==> src/rtl/i_fetch_pkg.sv <==
// Shared constants and the fixed instruction ROM image for the fetch stage.
package i_fetch_pkg;

   localparam int unsigned          WORD_W         = 32;
   localparam int unsigned          IMEM_DEPTH_DEF = 128;
   localparam logic [WORD_W-1:0]    NOP            = 32'h0000_0000;

   // ROM image: the first five words carry a program, everything else reads as NOP.
   function automatic logic [WORD_W-1:0] rom_word(input logic [31:0] idx);
      logic [WORD_W-1:0] w;
      w = NOP;
      case (idx)
         32'd0:   w = 32'hA000_00AA;
         32'd1:   w = 32'h1000_0011;
         32'd2:   w = 32'h2000_0022;
         32'd3:   w = 32'h3000_0033;
         32'd4:   w = 32'h4000_0044;
         default: w = NOP;
      endcase
      return w;
   endfunction

endpackage

==> src/rtl/i_fetch_if.sv <==
// Branch-redirect inputs and IF/ID latch outputs of the fetch stage.
interface i_fetch_if;
   import i_fetch_pkg::*;

   logic              PC_Src;
   logic [WORD_W-1:0] EX_MEM_NPC;
   logic [WORD_W-1:0] IF_ID_IR;
   logic [WORD_W-1:0] IF_ID_NPC;

   modport master (
      output PC_Src,
      output EX_MEM_NPC,
      input  IF_ID_IR,
      input  IF_ID_NPC
   );

   modport slave (
      input  PC_Src,
      input  EX_MEM_NPC,
      output IF_ID_IR,
      output IF_ID_NPC
   );

endinterface

==> src/rtl/i_fetch_imem.sv <==
// Combinational instruction ROM; contents fixed at elaboration.
module i_fetch_imem
   import i_fetch_pkg::*;
#(
   parameter int unsigned DEPTH = IMEM_DEPTH_DEF,
   localparam int unsigned AW   = (DEPTH > 1) ? $clog2(DEPTH) : 1
) (
   input  logic [AW-1:0]     addr,
   output logic [WORD_W-1:0] data
);

   // Asynchronous read straight from the elaborated image.
   always_comb begin
      data = rom_word(32'(addr));
   end

endmodule

==> src/rtl/i_fetch.sv <==
// Instruction fetch stage: PC register, branch mux, ROM lookup and IF/ID latch.
module i_fetch
   import i_fetch_pkg::*;
#(
   parameter int unsigned       IMEM_DEPTH = IMEM_DEPTH_DEF,
   parameter logic [WORD_W-1:0] PC_RESET   = 32'd0
) (
   input  logic        clk,
   input  logic        rst,
   i_fetch_if.slave    bus
);

   localparam int unsigned AW = (IMEM_DEPTH > 1) ? $clog2(IMEM_DEPTH) : 1;

   logic [WORD_W-1:0] pc_q,  pc_d;
   logic [WORD_W-1:0] ir_q,  ir_d;
   logic [WORD_W-1:0] npc_q, npc_d;
   logic [WORD_W-1:0] pc_inc;
   logic [WORD_W-1:0] rom_data;

   // Upper PC bits are dropped here, so fetch addresses alias modulo the ROM depth.
   i_fetch_imem #(
      .DEPTH (IMEM_DEPTH)
   ) u_imem (
      .addr (pc_q[AW-1:0]),
      .data (rom_data)
   );

   // Next PC selection and IF/ID latch inputs; the increment wraps naturally at 2^32.
   always_comb begin
      pc_inc = pc_q + 32'd1;
      pc_d   = bus.PC_Src ? bus.EX_MEM_NPC : pc_inc;
      ir_d   = rom_data;
      npc_d  = pc_inc;
   end

   // State update; reset wins over a branch and discards the in-flight fetch.
   always_ff @(posedge clk) begin
      if (rst) begin
         pc_q  <= PC_RESET;
         ir_q  <= NOP;
         npc_q <= '0;
      end else begin
         pc_q  <= pc_d;
         ir_q  <= ir_d;
         npc_q <= npc_d;
      end
   end

   assign bus.IF_ID_IR  = ir_q;
   assign bus.IF_ID_NPC = npc_q;

endmodule

==> src/flat_wrapper.sv <==
// flat-port wrapper written by rule: the top's interface ports become plain ports
module i_fetch_flat import i_fetch_pkg::*;
#(
   parameter int unsigned       IMEM_DEPTH = IMEM_DEPTH_DEF,
   parameter logic [WORD_W-1:0] PC_RESET   = 32'd0
)
  (clk, rst, bus_PC_Src, bus_EX_MEM_NPC, bus_IF_ID_IR, bus_IF_ID_NPC);
  i_fetch_if bus_i ();
  input  logic clk;
  input  logic rst;
  input wire logic [$bits(bus_i.PC_Src)-1:0] bus_PC_Src;
  input wire logic [$bits(bus_i.EX_MEM_NPC)-1:0] bus_EX_MEM_NPC;
  output wire logic [$bits(bus_i.IF_ID_IR)-1:0] bus_IF_ID_IR;
  output wire logic [$bits(bus_i.IF_ID_NPC)-1:0] bus_IF_ID_NPC;
  assign bus_i.PC_Src = bus_PC_Src;
  assign bus_i.EX_MEM_NPC = bus_EX_MEM_NPC;
  assign bus_IF_ID_IR = bus_i.IF_ID_IR;
  assign bus_IF_ID_NPC = bus_i.IF_ID_NPC;
  i_fetch #(.IMEM_DEPTH(IMEM_DEPTH), .PC_RESET(PC_RESET)) u_core (.clk(clk), .rst(rst), .bus(bus_i));
endmodule
==> config.mk <==
export PLATFORM = sky130hd
export DESIGN_NAME = i_fetch_flat
export DESIGN_NICKNAME = d
export VERILOG_FILES = /design/src/rtl/i_fetch_pkg.sv /design/src/rtl/i_fetch_if.sv /design/src/rtl/i_fetch_imem.sv /design/src/rtl/i_fetch.sv /design/src/flat_wrapper.sv
export SDC_FILE = /design/constraint.sdc
export NUM_CORES = 1
export LEC_CHECK = 0
export CAP_MARGIN = 20
export CORE_ASPECT_RATIO = 1.5
export CORE_MARGIN = 3
export CORE_UTILIZATION = 45
export DETAILED_ROUTE_END_ITERATION = 16
export MAX_ROUTING_LAYER = met4
export PLACE_DENSITY = 0.86
export SKIP_LAST_GASP = 1
export SYNTH_ARGS = -nofsm -noshare
export SYNTH_HDL_FRONTEND = slang
export SYNTH_SLANG_ARGS = --single-unit
==> constraint.sdc <==
create_clock -name clk -period 2.6 [get_ports clk]
set_clock_uncertainty 0.05 [all_clocks]
set_input_delay 0.78 -clock clk [delete_from_list [all_inputs] [get_ports clk]]
set_output_delay 0.78 -clock clk [all_outputs]
set_load 0.05 [all_outputs]
==> After elaboration in Yosys (flattened, before gate mapping) <==
Index checks and enable logic that the tools add are counted.
{ "totals": {"out_inout_bits": 64, "regBits": 96, "word_cells": 11, "in_bits": 35} }
{ "op_classes": {"add_sub_neg": 1, "muxes": 2, "reduce_logical": 1, "n_eq_ne": 4} }
{ "op_table": {"columns": ["operator", "count"], "rows": [
  ["32-bit case mux with 5 select lines", 1],
  ["32-bit by 1-bit adder with 32-bit output, second input constant", 1],
  ["32-bit 2-to-1 mux", 1],
  ["7-bit by 2-bit == test with 1-bit output, second input constant", 2],
  ["7-bit by 1-bit == test with 1-bit output, second input constant", 1],
  ["7-bit by 3-bit == test with 1-bit output, second input constant", 1],
  ["7-bit logical NOT", 1]
]} }

==> Longest topological paths before layout <==
{ "depth": {"word_depth": 2, "depth_mapped": 6, "mapped_depth_nobuf": 6} }

==> By module <==
A second synthesis with hierarchy kept.
{ "unflattened": {"cells_unflattened": 385, "area_unflattened_um2": 3681.0} }
{ "by_module_without_submodules": {"columns": ["mod", "instances", "area_each_um2", "seq_area_each_um2", "cells_each"], "rows": [
  ["i_fetch", 1, 3415.8, 1921.8, 350],
  ["i_fetch_imem", 1, 265.3, 0.0, 35]
]} }

==> Worst setup path after synthesis <==
OpenSTA, ideal clock, no wires.
{ "synth_timing": {"path_kind": "flip-flop to flip-flop", "from": "register u_core.pc_q[0]", "to": "register u_core.pc_q[15]", "t_required_ns": 2.464, "setup_slack_ns": 0.714, "n_path_buf": 1, "synth_period_minus_slack_ns": 1.886, "setup_time_ns": 0.086, "arrival_time_ns": 1.751, "stages_incl_launch_ff": 7, "path_cell_list": "dfxtp_1 and4_1 clkbuf_2 nand2_1 or4_2 xor2_1 a211oi_1"} }
{ "synth_between": {"elab_chain_len": 2} }
{ "synth_rtl": {"columns": ["item", "line_no", "text"], "rows": [
  ["start: declaration", "i_fetch.sv:15", "logic [WORD_W-1:0] pc_q, pc_d;"],
  ["start signal: assignment", "i_fetch.sv:44", "pc_q <= pc_d;"],
  ["32-bit by 1-bit adder with 32-bit output", "i_fetch.sv:31", "pc_inc = pc_q + 32'd1;"],
  ["32-bit 2-to-1 mux", "i_fetch.sv:32", "pc_d = bus.PC_Src ? bus.EX_MEM_NPC : pc_inc;"]
]} }
Every way passes these cells.
A chain may end at the register's enable or synchronous reset.

==> Worst setup path in the final report <==
{ "layout_timing": {"from": "register u_core.ir_q[7] (netlist: u_core.bus.IF_ID_IR[7])", "to": "output bus_IF_ID_IR[7]"} }
{ "layout_lines": {"columns": ["item", "line_no", "text"], "rows": [
  ["start: declaration", "i_fetch.sv:16", "logic [WORD_W-1:0] ir_q, ir_d;"],
  ["start signal: assignment", "i_fetch.sv:45", "ir_q <= ir_d;"],
  ["end: declaration", "flat_wrapper.sv:13", "output wire logic [$bits(bus_i.IF_ID_IR)-1:0] bus_IF_ID_IR;"]
]} }
No word-level cell between the ends.

==> results_tabular.tex <==
\begin{tabular}{lr}
\hline
Metric & Value \\
\hline
\multicolumn{2}{l}{\textbf{Outcome}} \\
Outcome & finished clean \\
\multicolumn{2}{l}{\textbf{Worst setup path}} \\
Cell breakdown of the critical path & clkdlybuf4s50\_1 \\
Kind of start point of the critical path & flip-flop \\
Slowest cell on the critical path & sky130\_fd\_sc\_hd\_\_clkdlybuf4s50\_1 \\
Kind of capture point of the worst setup path & output port \\
Path type of the worst setup path & flip-flop to output port \\
Required time at the endpoint of the critical path & 1770 ps \\
Worst stage delay on the critical path & 810 ps \\
Kind of cell adding the most delay to the critical path & buffers and inverters \\
WP data arrival & 1510 ps \\
Launch instance of the worst register-to-register path & u\_core.pc\_q[2] \\
Number of buffer and inverter instances along the worst setup path & 1 \\
Worst-path maximum fanout & 3 \\
Worst Setup SP & u\_core.bus.IF\_ID\_IR[7] \\
Flop2flop setup slack & 460 ps \\
\multicolumn{2}{l}{\textbf{Floorplan}} \\
Core box area & 0.00622 sq mm \\
Number of I/O pins & 99 \\
Horizontal die dimension & 71.7 um \\
Initial core utilization & 46.8\% \\
Die extent in y & 105 um \\
Die footprint & 0.00749 sq mm \\
Row count & 35 \\
\multicolumn{2}{l}{\textbf{Place}} \\
Half-perimeter wire length after placement & 4.66 mm \\
Last weighted congestion value of the routability-driven placer & 0.893 \\
Total cell area at the placement stage & 0.00360 sq mm \\
Count of input and output buffers & 78 \\
\multicolumn{2}{l}{\textbf{STA}} \\
Setup violations, final & 0 \\
Unrepaired setup endpoints after global routing & false \\
Final-report hold violation count & 0 \\
Period utilization & 89.9\% \\
Worst rel slew slack & 64.6\% \\
Max Fclk & 428 MHz \\
Number of pins with negative max-slew slack in the final report & 0 \\
Setup Total Neg Slack & 0 ps \\
Time the worst path needs with I/O delays and setup & 2340 ps \\
Measured slew at the worst slew-check pin & 529 ps \\
\multicolumn{2}{l}{\textbf{Route}} \\
Average detailed-routed wire length per instance & 13.5 um \\
Number of nets with antenna violations after detailed routing & 0 \\
Via Count & 2372 \\
Routed via count divided by cell count & 5.07 \\
Drt first-iter violations & 127 \\
DRC violation count after routing & 0 \\
Iteration count of the initial detailed-routing pass & 4 \\
Overall routed net length & 6.30 mm \\
\multicolumn{2}{l}{\textbf{Pwr}} \\
Switching power & 733 uW \\
Portion of total power attributed to combinational logic & 18.1\% \\
Peak supply drop & 305 uV \\
Switching part of the total power & 30.2\% \\
Leak pwr & 0.00142 uW \\
Power per cell area & 640 mW/mm\^{}2 \\
Internal power & 1700 uW \\
Sequential Power Share & 47.6\% \\
Total Power Consumption & 2430 uW \\
Clock share of power & 34.4\% \\
\multicolumn{2}{l}{\textbf{Clocking}} \\
Latest clock arrival within the worst-skew pair & 340 ps \\
Sinks on the clock net & 68 \\
Number of buffers added for setup after CTS & 0 \\
Maximum root-to-sink buffer count & 2 \\
Cell chosen for the clock root & sky130\_fd\_sc\_hd\_\_clkbuf\_8 \\
\# hold bufs at CTS & 0 \\
Number of H-tree branching levels & 3 \\
TritonCTS clock tree & built \\
Number of buffers inserted during clock tree synthesis & 9 \\
Clk slew on worst S/H paths & 70 ps \\
Resized cells post-CTS & 0 \\
\multicolumn{2}{l}{\textbf{Yosys}} \\
Library cells used by synthesis & 36 \\
Post-synthesis register bit count & 68 \\
Register area share after synthesis & 46.8\% \\
Mapped Area & 0.00291 sq mm \\
Number of warnings issued by yosys & 0 \\
Post-synthesis area per instance & 9.13 sq um \\
Cell count after synthesis & 319 \\
\multicolumn{2}{l}{\textbf{Cells and area}} \\
FF+latch area & 0.00136 sq mm \\
Final design instance area without fill & 0.00380 sq mm \\
Commonest non-fill, non-tap cell in the layout & sky130\_fd\_sc\_hd\_\_clkdlybuf4s50\_1 \\
Fill cells & 521 \\
Area growth from synthesis to layout & 30.4\% \\
Most frequent cells in the layout & 77 x sky130\_fd\_sc\_hd\_\_clkdlybuf4s50\_1, 68 x sky130\_fd\_sc\_hd\_\_dfxtp\_1, 60 x sky130\_fd\_sc\_hd\_\_nor2\_1 \\
Layout cells sized above 1 & 7.87\% \\
Area of the multi-input gates & 0.00130 sq mm \\
Final layout net count & 428 \\
Antenna diode count & 0 \\
\multicolumn{2}{l}{\textbf{Hold path}} \\
Tightest Hold Check Type & flip-flop to flip-flop \\
Worst Min Path Start & u\_core.pc\_q[0] \\
\multicolumn{2}{l}{\textbf{Global routing}} \\
Overall global routing resource usage & 17.8\% \\
Global-route wire length before repair & 10.3 mm \\
Leftover overflow at the end of global routing & 0 \\
Initial antenna violation count & 0 \\
Via count of the first global-routing pass & 2293 \\
Pin count of the biggest net entering global routing & 46 \\
\multicolumn{2}{l}{\textbf{Job}} \\
Maximum capacitance violations & 0 \\
\hline
\end{tabular}
## power groups by stage
stage / Sequential, uW / Clock, uW / Combinational (uW)
finish: 1160 / 835 / 439
global route: 1160 / 900 / 465
CTS: 1150 / 860 / 441
detailed placement: 1180 / 0 / 439
global placement: 1170 / 0 / 436
floorplan: 1260 / 0 / 238
## area by class of cell
cell class | instances | share of cell area, %
sequential | 68 | 35.9
multi-input combinational | 220 | 34.2
timing repair buffer | 83 | 21.8
clock buffer | 9 | 3.26
tap | 74 | 2.44
clock inverter | 7 | 1.78
inverter | 7 | 0.692
## state kept, by name, summed over array words and instances (netlist names)
name                  flops
u_core.bus.IF_ID_IR       4
u_core.bus.IF_ID_NPC     32
u_core.pc_q              32
## Yosys cell counts (all sizes together)
cell type | count | share of area, %
ha | 4 | 1.7
nand4 | 12 | 3.1
xor2 | 16 | 4.8
o21a | 4 | 1.0
o31a | 1 | 0.30
mux2i | 1 | 0.34
conb | 1 | 0.13
and2 | 3 | 0.64
nor3 | 4 | 0.69
o21bai | 1 | 0.26
buf | 29 | 7.6
nand2 | 13 | 1.7
or3 | 1 | 0.22
nand3 | 15 | 2.6
a211oi | 20 | 5.5
clkbuf | 14 | 2.6
xnor2 | 14 | 4.2
and4 | 3 | 0.90
inv | 7 | 0.90
nor2b | 7 | 1.5
or4 | 3 | 0.95
and3 | 2 | 0.47
dfxtp | 68 | 47
a21oi | 11 | 1.9
nor4 | 5 | 1.5
nor2 | 60 | 7.7
## per-layer routing
metal	routed length (um)	vias up	part of all wire, %	GRT usage, %
met1	2410	1096	38	18.7
li1	-	1172	-	-
met3	375	14	6.0	4.26
met4	146	0	2.3	7.93
met2	3360	90	53	31.0
met5	0	-	0	-
## stage by stage
stage	hold WS [ps]	worst slack, ps	std cells	utilization (%)
floorplan	414	714	338	-
global placement	451	538	452	58.0
detailed placement	448	497	452	58.0
CTS	465	226	468	61.0
global route	500	185	468	61.0
finish	466	262	468	61.0
## kinds of logic (layout without fill, tap and decap cells)
kind of cell,Yosys count,after routing,share of synthesized area [%]
buffers and inverters,50,106,11.1
flip-flops,68,68,46.8
adder cells (fa/ha/maj),4,4,1.72
multiplexers,1,1,0.344
XOR/XNOR,30,30,9.02
other,1,20,0.129
AND/OR/NAND/NOR,128,128,22.0
AO/OA/AOI/OAI,37,37,8.98
## path summary, 6_finish.rpt
path	to	cells after the start
worst max-delay path	bus_IF_ID_IR[7]	1
worst min-delay path	u_core.bus.IF_ID_NPC[0]	1
worst max register to register	u_core.pc_q[15]	5
worst min register to register	u_core.bus.IF_ID_NPC[0]	1
Power figures use the tool's default switching activity.
